### src/rtl/popcount_pkg.sv
// Shared types and width helpers for the streaming popcount engine.
package popcount_pkg;

  // Per-frame counting mode, sampled on the first beat of a frame.
  typedef enum logic {
    MODE_WORD  = 1'b0,
    MODE_FRAME = 1'b1
  } mode_e;

  // Frame tracker: once a multi-beat frame starts, the mode input is ignored.
  typedef enum logic {
    ST_IDLE     = 1'b0,
    ST_IN_FRAME = 1'b1
  } state_e;

  // Number of bits needed to hold a count of 0..n.
  function automatic int cnt_w(input int n);
    return $clog2(n + 1);
  endfunction

endpackage

### src/rtl/popcount_stream_if.sv
// Stream bundle for popcount_stream: input beat handshake, XOR controls and
// result handshake. The engine uses the slave view, the data source/consumer
// side uses the master view.
interface popcount_stream_if #(
  parameter int DATA_W = 64,
  parameter int ACC_W  = 32
);
  logic              in_valid;
  logic              in_ready;
  logic [DATA_W-1:0] in_data;
  logic              in_last;
  logic              mode;
  logic              xor_en;
  logic [DATA_W-1:0] pattern;
  logic              out_valid;
  logic              out_ready;
  logic [ACC_W-1:0]  out_count;
  logic              out_sat;

  modport master (
    output in_valid, in_data, in_last, mode, xor_en, pattern, out_ready,
    input  in_ready, out_valid, out_count, out_sat
  );

  modport slave (
    input  in_valid, in_data, in_last, mode, xor_en, pattern, out_ready,
    output in_ready, out_valid, out_count, out_sat
  );
endinterface

### src/rtl/popcount_chunk.sv
// Combinational set-bit counter for one W-bit chunk of the input word.
module popcount_chunk
  import popcount_pkg::*;
#(
  parameter int W = 16
) (
  input  logic [W-1:0]         i_bits,
  output logic [cnt_w(W)-1:0]  o_count
);
  localparam int CW = cnt_w(W);

  // Ripple count of the chunk; kept narrow so the chunk fits one LUT cascade.
  always_comb begin
    o_count = '0;
    for (int i = 0; i < W; i++) begin
      o_count = o_count + CW'(i_bits[i]);
    end
  end

endmodule

### src/rtl/popcount_stream.sv
// Three-stage pipelined popcount / Hamming-distance engine with an optional
// saturating per-frame accumulator.
//   S1: chunk counts of (data ^ pattern?)  S2: word sum  S3: output/accumulate
// The whole pipeline freezes when the output register holds a result that
// the consumer has not taken, so in_ready is simply the inverse of that stall.
module popcount_stream
  import popcount_pkg::*;
#(
  parameter int DATA_W  = 64,
  parameter int CHUNK_W = 16,
  parameter int ACC_W   = 32
) (
  input logic              clk,
  input logic              rst_n,
  popcount_stream_if.slave bus
);
  localparam int NCHUNK = DATA_W / CHUNK_W;
  localparam int CCW    = cnt_w(CHUNK_W);
  localparam int SW     = cnt_w(DATA_W);
  localparam int LVLS   = $clog2(NCHUNK);
  localparam int NLEAF  = 1 << LVLS;
  localparam int AW1    = ACC_W + 1;

  // Handshake
  logic w_stall;
  logic w_advance;
  logic w_accept;
  logic r_init_done;

  // Frame tracker
  state_e r_state;
  state_e w_state_next;
  mode_e  w_mode_in;
  logic   w_beat_frame;

  // S1
  logic [DATA_W-1:0] w_word;
  logic [CCW-1:0]    w_chunk_cnt [NCHUNK];
  logic [CCW-1:0]    r_s1_cnt    [NCHUNK];
  logic              r_s1_valid;
  logic              r_s1_frame;
  logic              r_s1_last;

  // S2
  logic [SW-1:0] w_s2_sum;
  logic [SW-1:0] r_s2_sum;
  logic          r_s2_valid;
  logic          r_s2_frame;
  logic          r_s2_last;

  // S3 / accumulator
  logic [ACC_W-1:0] r_acc;
  logic             r_acc_sat;
  logic [AW1-1:0]   w_acc_sum;
  logic             w_acc_ovf;
  logic [ACC_W-1:0] w_acc_clamped;
  logic             r_out_valid;
  logic [ACC_W-1:0] r_out_count;
  logic             r_out_sat;

  // ---------------------------------------------------------------------
  // Handshake: a held, unaccepted result freezes every stage.
  // r_init_done keeps in_ready low until the first edge after reset release.
  // ---------------------------------------------------------------------
  assign w_stall      = r_out_valid && !bus.out_ready;
  assign w_advance    = !w_stall;
  assign bus.in_ready = r_init_done && w_advance;
  assign w_accept     = bus.in_valid && bus.in_ready;

  // Mark the engine ready one cycle after reset release.
  always_ff @(posedge clk or negedge rst_n) begin
    if (!rst_n) begin
      r_init_done <= 1'b0;
    end else begin
      r_init_done <= 1'b1;
    end
  end

  // ---------------------------------------------------------------------
  // Frame tracker: mode is honoured only on the first beat of a frame.
  // ---------------------------------------------------------------------
  assign w_mode_in    = mode_e'(bus.mode);
  assign w_beat_frame = (r_state == ST_IN_FRAME) || (w_mode_in == MODE_FRAME);

  // State register for the frame tracker.
  always_ff @(posedge clk or negedge rst_n) begin
    if (!rst_n) begin
      r_state <= ST_IDLE;
    end else begin
      r_state <= w_state_next;
    end
  end

  // Next-state: single-beat frames never leave IDLE.
  always_comb begin
    w_state_next = r_state;
    if (w_accept) begin
      case (r_state)
        ST_IDLE: begin
          if (w_mode_in == MODE_FRAME && !bus.in_last) begin
            w_state_next = ST_IN_FRAME;
          end
        end
        ST_IN_FRAME: begin
          if (bus.in_last) begin
            w_state_next = ST_IDLE;
          end
        end
        default: w_state_next = ST_IDLE;
      endcase
    end
  end

  // ---------------------------------------------------------------------
  // S1: optional XOR against the pattern, then per-chunk counts.
  // pattern is only changed while the pipeline is empty, so no staging.
  // ---------------------------------------------------------------------
  assign w_word = bus.xor_en ? (bus.in_data ^ bus.pattern) : bus.in_data;

  for (genvar gi = 0; gi < NCHUNK; gi++) begin : g_chunk
    popcount_chunk #(
      .W (CHUNK_W)
    ) u_chunk (
      .i_bits  (w_word[gi*CHUNK_W +: CHUNK_W]),
      .o_count (w_chunk_cnt[gi])
    );
  end

  // S1 register: chunk counts plus the beat's effective mode and last flag.
  always_ff @(posedge clk or negedge rst_n) begin
    if (!rst_n) begin
      r_s1_valid <= 1'b0;
      r_s1_frame <= 1'b0;
      r_s1_last  <= 1'b0;
      for (int i = 0; i < NCHUNK; i++) begin
        r_s1_cnt[i] <= '0;
      end
    end else if (w_advance) begin
      r_s1_valid <= w_accept;
      if (w_accept) begin
        r_s1_frame <= w_beat_frame;
        r_s1_last  <= bus.in_last;
        for (int i = 0; i < NCHUNK; i++) begin
          r_s1_cnt[i] <= w_chunk_cnt[i];
        end
      end
    end
  end

  // ---------------------------------------------------------------------
  // S2: balanced adder tree over the chunk counts. Leaves beyond NCHUNK
  // (non-power-of-two chunk counts) are tied to zero.
  // ---------------------------------------------------------------------
  for (genvar gl = 0; gl <= LVLS; gl++) begin : g_lvl
    localparam int N = NLEAF >> gl;
    logic [SW-1:0] w_node [N];
    for (genvar gi = 0; gi < N; gi++) begin : g_node
      if (gl == 0) begin : g_leaf
        if (gi < NCHUNK) begin : g_used
          assign w_node[gi] = SW'(r_s1_cnt[gi]);
        end else begin : g_pad
          assign w_node[gi] = '0;
        end
      end else begin : g_add
        assign w_node[gi] = g_lvl[gl-1].w_node[2*gi] + g_lvl[gl-1].w_node[2*gi+1];
      end
    end
  end

  assign w_s2_sum = g_lvl[LVLS].w_node[0];

  // S2 register: word sum travelling with its mode and last flag.
  always_ff @(posedge clk or negedge rst_n) begin
    if (!rst_n) begin
      r_s2_valid <= 1'b0;
      r_s2_frame <= 1'b0;
      r_s2_last  <= 1'b0;
      r_s2_sum   <= '0;
    end else if (w_advance) begin
      r_s2_valid <= r_s1_valid;
      r_s2_frame <= r_s1_frame;
      r_s2_last  <= r_s1_last;
      r_s2_sum   <= w_s2_sum;
    end
  end

  // ---------------------------------------------------------------------
  // S3: saturating accumulate on the S2->S3 transfer. The extra carry bit
  // detects overflow; the result clamps at all-ones and never wraps.
  // ---------------------------------------------------------------------
  assign w_acc_sum     = {1'b0, r_acc} + AW1'(r_s2_sum);
  assign w_acc_ovf     = w_acc_sum[ACC_W];
  assign w_acc_clamped = w_acc_ovf ? '1 : w_acc_sum[ACC_W-1:0];

  // Output register and frame accumulator; only word beats and frame-last
  // beats raise out_valid, other frame beats become bubbles.
  always_ff @(posedge clk or negedge rst_n) begin
    if (!rst_n) begin
      r_out_valid <= 1'b0;
      r_out_count <= '0;
      r_out_sat   <= 1'b0;
      r_acc       <= '0;
      r_acc_sat   <= 1'b0;
    end else if (w_advance) begin
      if (!r_s2_valid) begin
        r_out_valid <= 1'b0;
      end else if (!r_s2_frame) begin
        r_out_valid <= 1'b1;
        r_out_count <= ACC_W'(r_s2_sum);
        r_out_sat   <= 1'b0;
      end else if (r_s2_last) begin
        r_out_valid <= 1'b1;
        r_out_count <= w_acc_clamped;
        r_out_sat   <= r_acc_sat | w_acc_ovf;
        r_acc       <= '0;
        r_acc_sat   <= 1'b0;
      end else begin
        r_out_valid <= 1'b0;
        r_acc       <= w_acc_clamped;
        r_acc_sat   <= r_acc_sat | w_acc_ovf;
      end
    end
  end

  assign bus.out_valid = r_out_valid;
  assign bus.out_count = r_out_count;
  assign bus.out_sat   = r_out_sat;

endmodule
### src/flat_wrapper.sv
// flat-port wrapper written by rule: the top's interface ports become plain ports
module popcount_stream_flat import popcount_pkg::*;
#(
  parameter int DATA_W  = 64,
  parameter int CHUNK_W = 16,
  parameter int ACC_W   = 32
)
  (clk, rst_n, bus_in_valid, bus_in_data, bus_in_last, bus_mode, bus_xor_en, bus_pattern, bus_out_ready, bus_in_ready, bus_out_valid, bus_out_count, bus_out_sat);
  popcount_stream_if #(.DATA_W(DATA_W), .ACC_W(ACC_W)) bus_i ();
  input logic clk;
  input logic rst_n;
  input wire logic [$bits(bus_i.in_valid)-1:0] bus_in_valid;
  input wire logic [$bits(bus_i.in_data)-1:0] bus_in_data;
  input wire logic [$bits(bus_i.in_last)-1:0] bus_in_last;
  input wire logic [$bits(bus_i.mode)-1:0] bus_mode;
  input wire logic [$bits(bus_i.xor_en)-1:0] bus_xor_en;
  input wire logic [$bits(bus_i.pattern)-1:0] bus_pattern;
  input wire logic [$bits(bus_i.out_ready)-1:0] bus_out_ready;
  output wire logic [$bits(bus_i.in_ready)-1:0] bus_in_ready;
  output wire logic [$bits(bus_i.out_valid)-1:0] bus_out_valid;
  output wire logic [$bits(bus_i.out_count)-1:0] bus_out_count;
  output wire logic [$bits(bus_i.out_sat)-1:0] bus_out_sat;
  assign bus_i.in_valid = bus_in_valid;
  assign bus_i.in_data = bus_in_data;
  assign bus_i.in_last = bus_in_last;
  assign bus_i.mode = bus_mode;
  assign bus_i.xor_en = bus_xor_en;
  assign bus_i.pattern = bus_pattern;
  assign bus_i.out_ready = bus_out_ready;
  assign bus_in_ready = bus_i.in_ready;
  assign bus_out_valid = bus_i.out_valid;
  assign bus_out_count = bus_i.out_count;
  assign bus_out_sat = bus_i.out_sat;
  popcount_stream #(.DATA_W(DATA_W), .CHUNK_W(CHUNK_W), .ACC_W(ACC_W)) u_core (.clk(clk), .rst_n(rst_n), .bus(bus_i));
endmodule
### config.mk
export PLATFORM = sky130hd
export DESIGN_NAME = popcount_stream_flat
export DESIGN_NICKNAME = d
export VERILOG_FILES = /design/src/rtl/popcount_pkg.sv /design/src/rtl/popcount_stream_if.sv /design/src/rtl/popcount_chunk.sv /design/src/rtl/popcount_stream.sv /design/src/flat_wrapper.sv
export SDC_FILE = /design/constraint.sdc
export NUM_CORES = 1
export LEC_CHECK = 0
export CAP_MARGIN = 20
export CORE_ASPECT_RATIO = 1.1
export CORE_MARGIN = 8
export CORE_UTILIZATION = 35
export CTS_CLUSTER_DIAMETER = 40
export DETAILED_ROUTE_END_ITERATION = 8
export PLACE_DENSITY = 0.66
export SLEW_MARGIN = 20
export SYNTH_ARGS = -nofsm -noshare
export SYNTH_HDL_FRONTEND = slang
export SYNTH_SLANG_ARGS = --single-unit
### constraint.sdc
create_clock -name clk -period 7.2 [get_ports clk]
set_clock_uncertainty 0.15 [all_clocks]
set_input_delay 1.44 -clock clk [delete_from_list [all_inputs] [get_ports clk]]
set_output_delay 1.44 -clock clk [all_outputs]
set_load 0.05 [all_outputs]
==> results of run 1 <==
final timing paths:
path	cells past startpoint	slack, ps	end
hold / removal	2	320	u_core.r_s2_valid$_DFFE_PN0N_
setup / recovery	16	1700	u_core.g_lvl[0].w_node[4]$_DFFE_PN0P_
min in group asynchronous	1	930	u_core.bus.out_count[31]$_DFFE_PN0P_
setup reg to reg	9	3960	u_core.r_acc[13]$_DFFE_PN0P_
hold reg to reg	2	320	u_core.r_s2_valid$_DFFE_PN0N_
max in group asynchronous	2	4820	u_core.g_lvl[0].w_node[1]$_DFFE_PN0P_
per-stage QoR:
step | std cells | total power, mW
after global placement | 1286 | 2.884
after detailed placement | 1286 | 2.939
after global routing | 1301 | 3.743
final | 1301 | 3.362
after floorplan | 854 | 2.418
after CTS | 1301 | 3.423
placed cells by master (no fill, tap or decap), types with 5 or more instances in the layout:
cell type / synthesis / final
clkbuf_16: 0 / 9
ha_1: 43 / 43
a22o_1: 13 / 13
xor2_1: 37 / 37
o21ai_0: 52 / 52
nand3_1: 25 / 25
xnor2_1: 60 / 60
a21oi_1: 51 / 51
fa_1: 44 / 44
or3_1: 6 / 6
nor2_1: 39 / 39
nand2_1: 141 / 140
a21o_1: 21 / 21
nand2b_1: 7 / 7
a31oi_1: 9 / 9
inv_1: 59 / 59
buf_4: 0 / 9
nor2b_1: 9 / 9
and3_1: 11 / 11
clkdlybuf4s50_1: 0 / 167
o211ai_1: 6 / 6
nor3_1: 9 / 9
nand4_1: 5 / 5
o31ai_1: 6 / 6
dfrtp_1: 102 / 102
nor4_1: 6 / 6
a311oi_1: 12 / 12
per-layer routing:
metal,track usage [%],share of wire [%]
met3,4.925,7.8
met1,16.45,41
met5,0,0.068
met2,25.67,50
met4,4.227,1.4
logic make-up (layout without fill, tap and decap cells):
logic type | Yosys count | count (layout) | share of synthesized area [%]
AOI/OAI and AO/OA | 191 | 191 | 16.05
buffers and inverters | 99 | 251 | 4.974
adders and majority gates | 87 | 87 | 18.25
xor gates and xnor gates | 97 | 97 | 10.93
muxes | 3 | 3 | 0.4024
and+or+nand+nor | 274 | 274 | 16.50
DFF | 102 | 102 | 32.84
other | 1 | 1 | 0.04825
layout make-up:
cell class              count  area share (%)
clock buffers              12           2.663
clock inverters             3          0.1875
inverters                  59           2.213
multi-input cells         653           48.32
flip-flops and latches    102           25.50
well taps                 295           3.688
repair buffers            177           17.43
flip-flops by register name, indices dropped and copies added, names as in the netlist, 7 cells and up:
| register | count |
|---|---|
| u_core.r_s2_sum | 7 |
| u_core.r_acc | 32 |
| u_core.g_lvl.w_node | 20 |
| u_core.bus.out_count | 32 |
worst min-delay path: cells and delay by family, from the launching register on:
| family | cells | cell delay [ps] |
|---|---|---|
| flip-flops | 1 | 340 |
| AND/OR/NAND/NOR | 2 | 100 |
power by group:
part | switching (mW) | leakage, nW | internal (mW)
sequential | 0.106 | 1.35 | 0.718
combinational | 1.13 | 3.00 | 0.938
clock | 0.213 | 0.144 | 0.260
==> impl_metrics.tcl, run 1 <==
set metrics [dict create \
    clk_path_buf_depth 2 \
    synth_top_cell_area_share_pct 32.84 \
    cp-startpoint "bus_xor_en" \
    critPathKind "in2reg" \
    final_area_mm2 0.01001 \
    seq_area_mm2 0.002552 \
    yosysWarnings 0 \
    vdd_drop_max_mv 0.1502 \
    multi_input_area_mm2 0.004836 \
    die_h_um 172.3 \
    cp_data_arrival_time_ps 5620 \
    hold_start "u_core.r_s1_valid$_DFFE_PN0N_" \
    row_count 57 \
    yosysMostFrequentCell "nand2_1" \
    async_flop_share_pct 100.0 \
    reg2reg_from "u_core.r_s2_sum[0]$_DFFE_PN0N_" \
    via_per_inst 4.908 \
    area_delta_synth_final_pct 28.77 \
    numCtsBuffers 9 \
    dr.first_iter.drc_count 215 \
    dp_hpwl_mm 15.56 \
    timing.hold.ws_ps 322.4 \
    die_x_um 158.1 \
    status "finished clean" \
    final_antenna_net_count 0 \
    synth-seq-cells 102 \
    wire_per_inst_um 14.74 \
    htreeDepth 3 \
    cts_setup_buffers 0 \
    synthTopCellsByArea "dfrtp_1 (33%), fa_1 (11%), ha_1 (6.9%)" \
    period_minus_slack_ps 5499 \
    path_buf_inv 5 \
    grt_pass1_wl_mm 31.93 \
    yosysTopAreaCell "dfrtp_1" \
    die-area_mm2 0.02724 \
    port-buffer-count 169 \
    setup_violations 0 \
    critPathSlowestCell "buf_2" \
    yosys_most_used_dff "dfrtp_1" \
    setup_ws_ps 1701 \
    firstDrtPassIters 4 \
    period_share_pct 76.38 \
    fill_cells 2210 \
    worstPathMaxFanout 49 \
    via_count 6385 \
    slew_violations 0 \
    start_util_pct 35.38 \
    nets 1224 \
    io_pins 170 \
    coreArea_mm2 0.02197 \
    critPathLaunchType "input port" \
    critPathRequiredTime_ps 7320 \
    powerDensity_mw_per_mm2 335.9 \
    critPathTopFamily "adder cells" \
    wl_mm 19.18 \
    clkLatencyLatePin_ps 360 \
    cts.sinks 102 \
    synth.distinct_cells 56 \
    utilization_pct 45.56 \
    grt_setup_unrepaired "false" \
    hold_path.class "reg2reg" \
    clk_pin_slew_ps 60 \
    worst_slew_pin_slew_ps 1051 \
    drv_cap 0 \
    final-hold-violation-count 0 \
    fmax_mhz 181.8 \
    cts_hold_buf 0 \
    relSlewSlack_pct 29.72 \
    antennaDiodeCount 0 \
    grt_max_degree 58 \
    cpPeakStageDelay_ps 610 \
    synth-edff-count 0 \
    post-place-ws_ps 1269 \
    leakagePower_nw 4.490 \
    syn_area_per_cell_um2 9.101 \
    track_usage_pct 14.58 \
    cts_resized 0 \
    place.gp.congestion 0.8268 \
    synth_area_mm2 0.007772 \
    timing.setup.tns_ps 0 \
    drc 0 \
    antenna_found_initial 1 \
    crit_chain "buf_2 -> buf_4 -> nand2_1 -> xnor2_1 -> fa_1 -> fa_1 -> fa_1 -> inv_1 -> fa_1 -> inv_1 -> ha_1 -> inv_1 -> fa_1 -> nor2b_1 -> o21ai_0 -> o21ai_0" \
    synthCells 854 \
    cts-root-buf "clkbuf_16" \
    syn_nets 1076 \
    placed_area_mm2 0.009721 \
    cts_tree "yes" \
    synth_commonest_cells "nand2_1 (141), dfrtp_1 (102), xnor2_1 (60)" \
    grt_pass1_vias 6633 \
    synth-seq-area-share_pct 32.84 \
    grt_overflow 0 \
    layout-drive-gt1-share_pct 4.076 \
    end_kind "flop" \
    crit_top_cell "fa_1" \
]
Note: power is estimated with default switching activity, not from simulation.
==> inputs of run 2 (changes only) <==
Settings changed: PLACE_DENSITY 0.66 to 0.68.
Clock period 7.2 ns to 4.4 ns, I/O delays scaled along.
==> impl_metrics.tcl, run 2 (synthesis gave the netlist of run 1 again) <==
set metrics [dict create \
    row_count 57 \
    critPathTopFamily "adder cells" \
    hold_path.class "reg2reg" \
    via_count 6574 \
    dp_hpwl_mm 16.01 \
    final_common_cell "nand2_1" \
    grt_max_degree 77 \
    wl_mm 20.75 \
    place.gp.congestion 0.8145 \
    die_x_um 158.1 \
    holdPathEnd "u_core.r_s2_valid$_DFFE_PN0N_" \
    cts_tree "yes" \
    reg2reg_from "u_core.r_s2_sum[0]$_DFFE_PN0N_" \
    critPathSlowestCell "fa_2" \
    io_pins 170 \
    drc 0 \
    seq_area_mm2 0.002552 \
    relSlewSlack_pct 31.88 \
    grt_overflow 0 \
    numCtsBuffers 9 \
    hold_start "u_core.r_s1_valid$_DFFE_PN0N_" \
    critPathLaunchType "input port" \
    start_util_pct 35.38 \
    setup_violations 0 \
    via_per_inst 4.924 \
    final_cell_mix "nand2_1 (107), clkdlybuf4s50_1 (106), dfrtp_1 (102)" \
    hold_depth 2 \
    critPathRequiredTime_ps 4530 \
    nets 1257 \
    htreeDepth 3 \
    final-hold-violation-count 0 \
    setup_ws_ps 86.68 \
    antennaDiodeCount 0 \
    reg2reg_to "u_core.r_acc[11]$_DFFE_PN0P_" \
    p_total_mw 5.889 \
    slew_violations 0 \
    fmax_mhz 231.8 \
    fill_cells 2072 \
    vdd_drop_max_mv 0.2615 \
    wire_per_inst_um 15.54 \
    post-place-ws_ps -496.8 \
    layout-drive-gt1-share_pct 16.54 \
    critPathKind "in2reg" \
    leakagePower_nw 5.232 \
    drv_cap 0 \
    grt_pass1_wl_mm 33.27 \
    clk_path_buf_depth 2 \
    clk_pin_slew_ps 70 \
    die-area_mm2 0.02724 \
    cts-root-buf "clkbuf_16" \
    powerDensity_mw_per_mm2 542.5 \
    track_usage_pct 15.22 \
    period_minus_slack_ps 4313 \
    multi_input_area_mm2 0.005268 \
    worstPathMaxFanout 2 \
    final_antenna_net_count 0 \
    reg2reg_depth 9 \
    die_h_um 172.3 \
    grt_pass1_vias 6720 \
    period_share_pct 98.03 \
    firstDrtPassIters 5 \
    cts.sinks 102 \
    port-buffer-count 169 \
    end_kind "flop" \
    coreArea_mm2 0.02197 \
    status "finished clean" \
    area_delta_synth_final_pct 39.67 \
    grt_setup_unrepaired "true" \
    clkLatencyLatePin_ps 360 \
    cpPeakStageDelay_ps 590 \
    reg2reg_slack_ps 1150 \
    cts_hold_buf 0 \
    crit_chain "clkdlybuf4s50_1 -> xnor2_2 -> fa_1 -> fa_2 -> fa_1 -> inv_2 -> fa_2 -> inv_2 -> ha_4 -> inv_2 -> fa_2 -> nor2b_1 -> o21ai_1 -> o21ai_1" \
    path_buf_inv 4 \
    antenna_found_initial 1 \
    cp_data_arrival_time_ps 4450 \
    dr.first_iter.drc_count 260 \
    worst_slew_pin_slew_ps 1021 \
]
[run 2: timing repair]
item | in CTS | in global routing
gates cloned | 1 | 3
pin swaps | 54 | 53
setup endpoints to repair | 12 | 16
buffers inserted | 0 | 10
gates resized for setup | 64 | 73
[run 2: cell type report]
class                   count  area share, %
clock buffers              10          2.109
clock inverters             6         0.3573
inverters                  59          2.040
multi-input cells         653          48.52
flip-flops and latches    102          23.51
well taps                 295          3.400
repair buffers            210          20.06
[run 2: layer usage]
layer  vias up  global-route usage (%)  routed length (um)
li1       3260                       -                   -
met1      3096                   17.13                8128
met2       197                   27.12               10690
met3        19                   4.900                1668
met4         2                   4.227                 248
met5         -                       0                  13
[run 2: worst reg2reg max path: cells and delay by family (launching register included)]
family / cells / cell delay, ps
compound gates: 3 / 1530
buf+inv: 2 / 430
flops: 1 / 400
fa+ha+maj: 2 / 430
simple gates: 2 / 210
[run 2: worst max path at each step]
stage | slack (ps) | endpoint | start | cells after the start
floorplan | -60 | u_core.g_lvl[0].w_node[8]$_DFFE_PN0P_ | bus_xor_en | 14
global placement | -400 | u_core.g_lvl[0].w_node[25]$_DFFE_PN0P_ | bus_pattern[15] | 15
detailed placement | -500 | u_core.g_lvl[0].w_node[4]$_DFFE_PN0P_ | bus_pattern[63] | 15
CTS | -5 | u_core.g_lvl[0].w_node[4]$_DFFE_PN0P_ | bus_pattern[51] | 16
global route | -50 | u_core.g_lvl[0].w_node[4]$_DFFE_PN0P_ | bus_in_data[55] | 14
finish | 90 | u_core.g_lvl[0].w_node[4]$_DFFE_PN0P_ | bus_in_data[55] | 14
[run 2: per-stage QoR]
| step | hold WS [ps] | area, um^2 | TNS [ps] | util (%) | cells |
|---|---|---|---|---|---|
| 6_report | 323.8 | 10860 | 0 | 49.42 | 1335 |
| 3_3_place_gp | 304.7 | 10030 | -5825 | 45.68 | 1305 |
| 2_1_floorplan | 295.5 | 8011 | -616.9 | - | 854 |
| 3_5_place_dp | 309.4 | 10030 | -6667 | 45.68 | 1305 |
| 5_1_grt | 339.3 | 10860 | -183.2 | 49.42 | 1335 |
| 4_1_cts | 325.0 | 10450 | -5.095 | 47.59 | 1322 |
[run 2: power by group]
part / internal (mW) / switching (mW) / leakage, nW / total, mW
clock network: 0.382 / 0.363 / 0.128 / 0.745
logic: 1.79 / 2.00 / 3.76 / 3.79
registers: 1.17 / 0.180 / 1.35 / 1.35
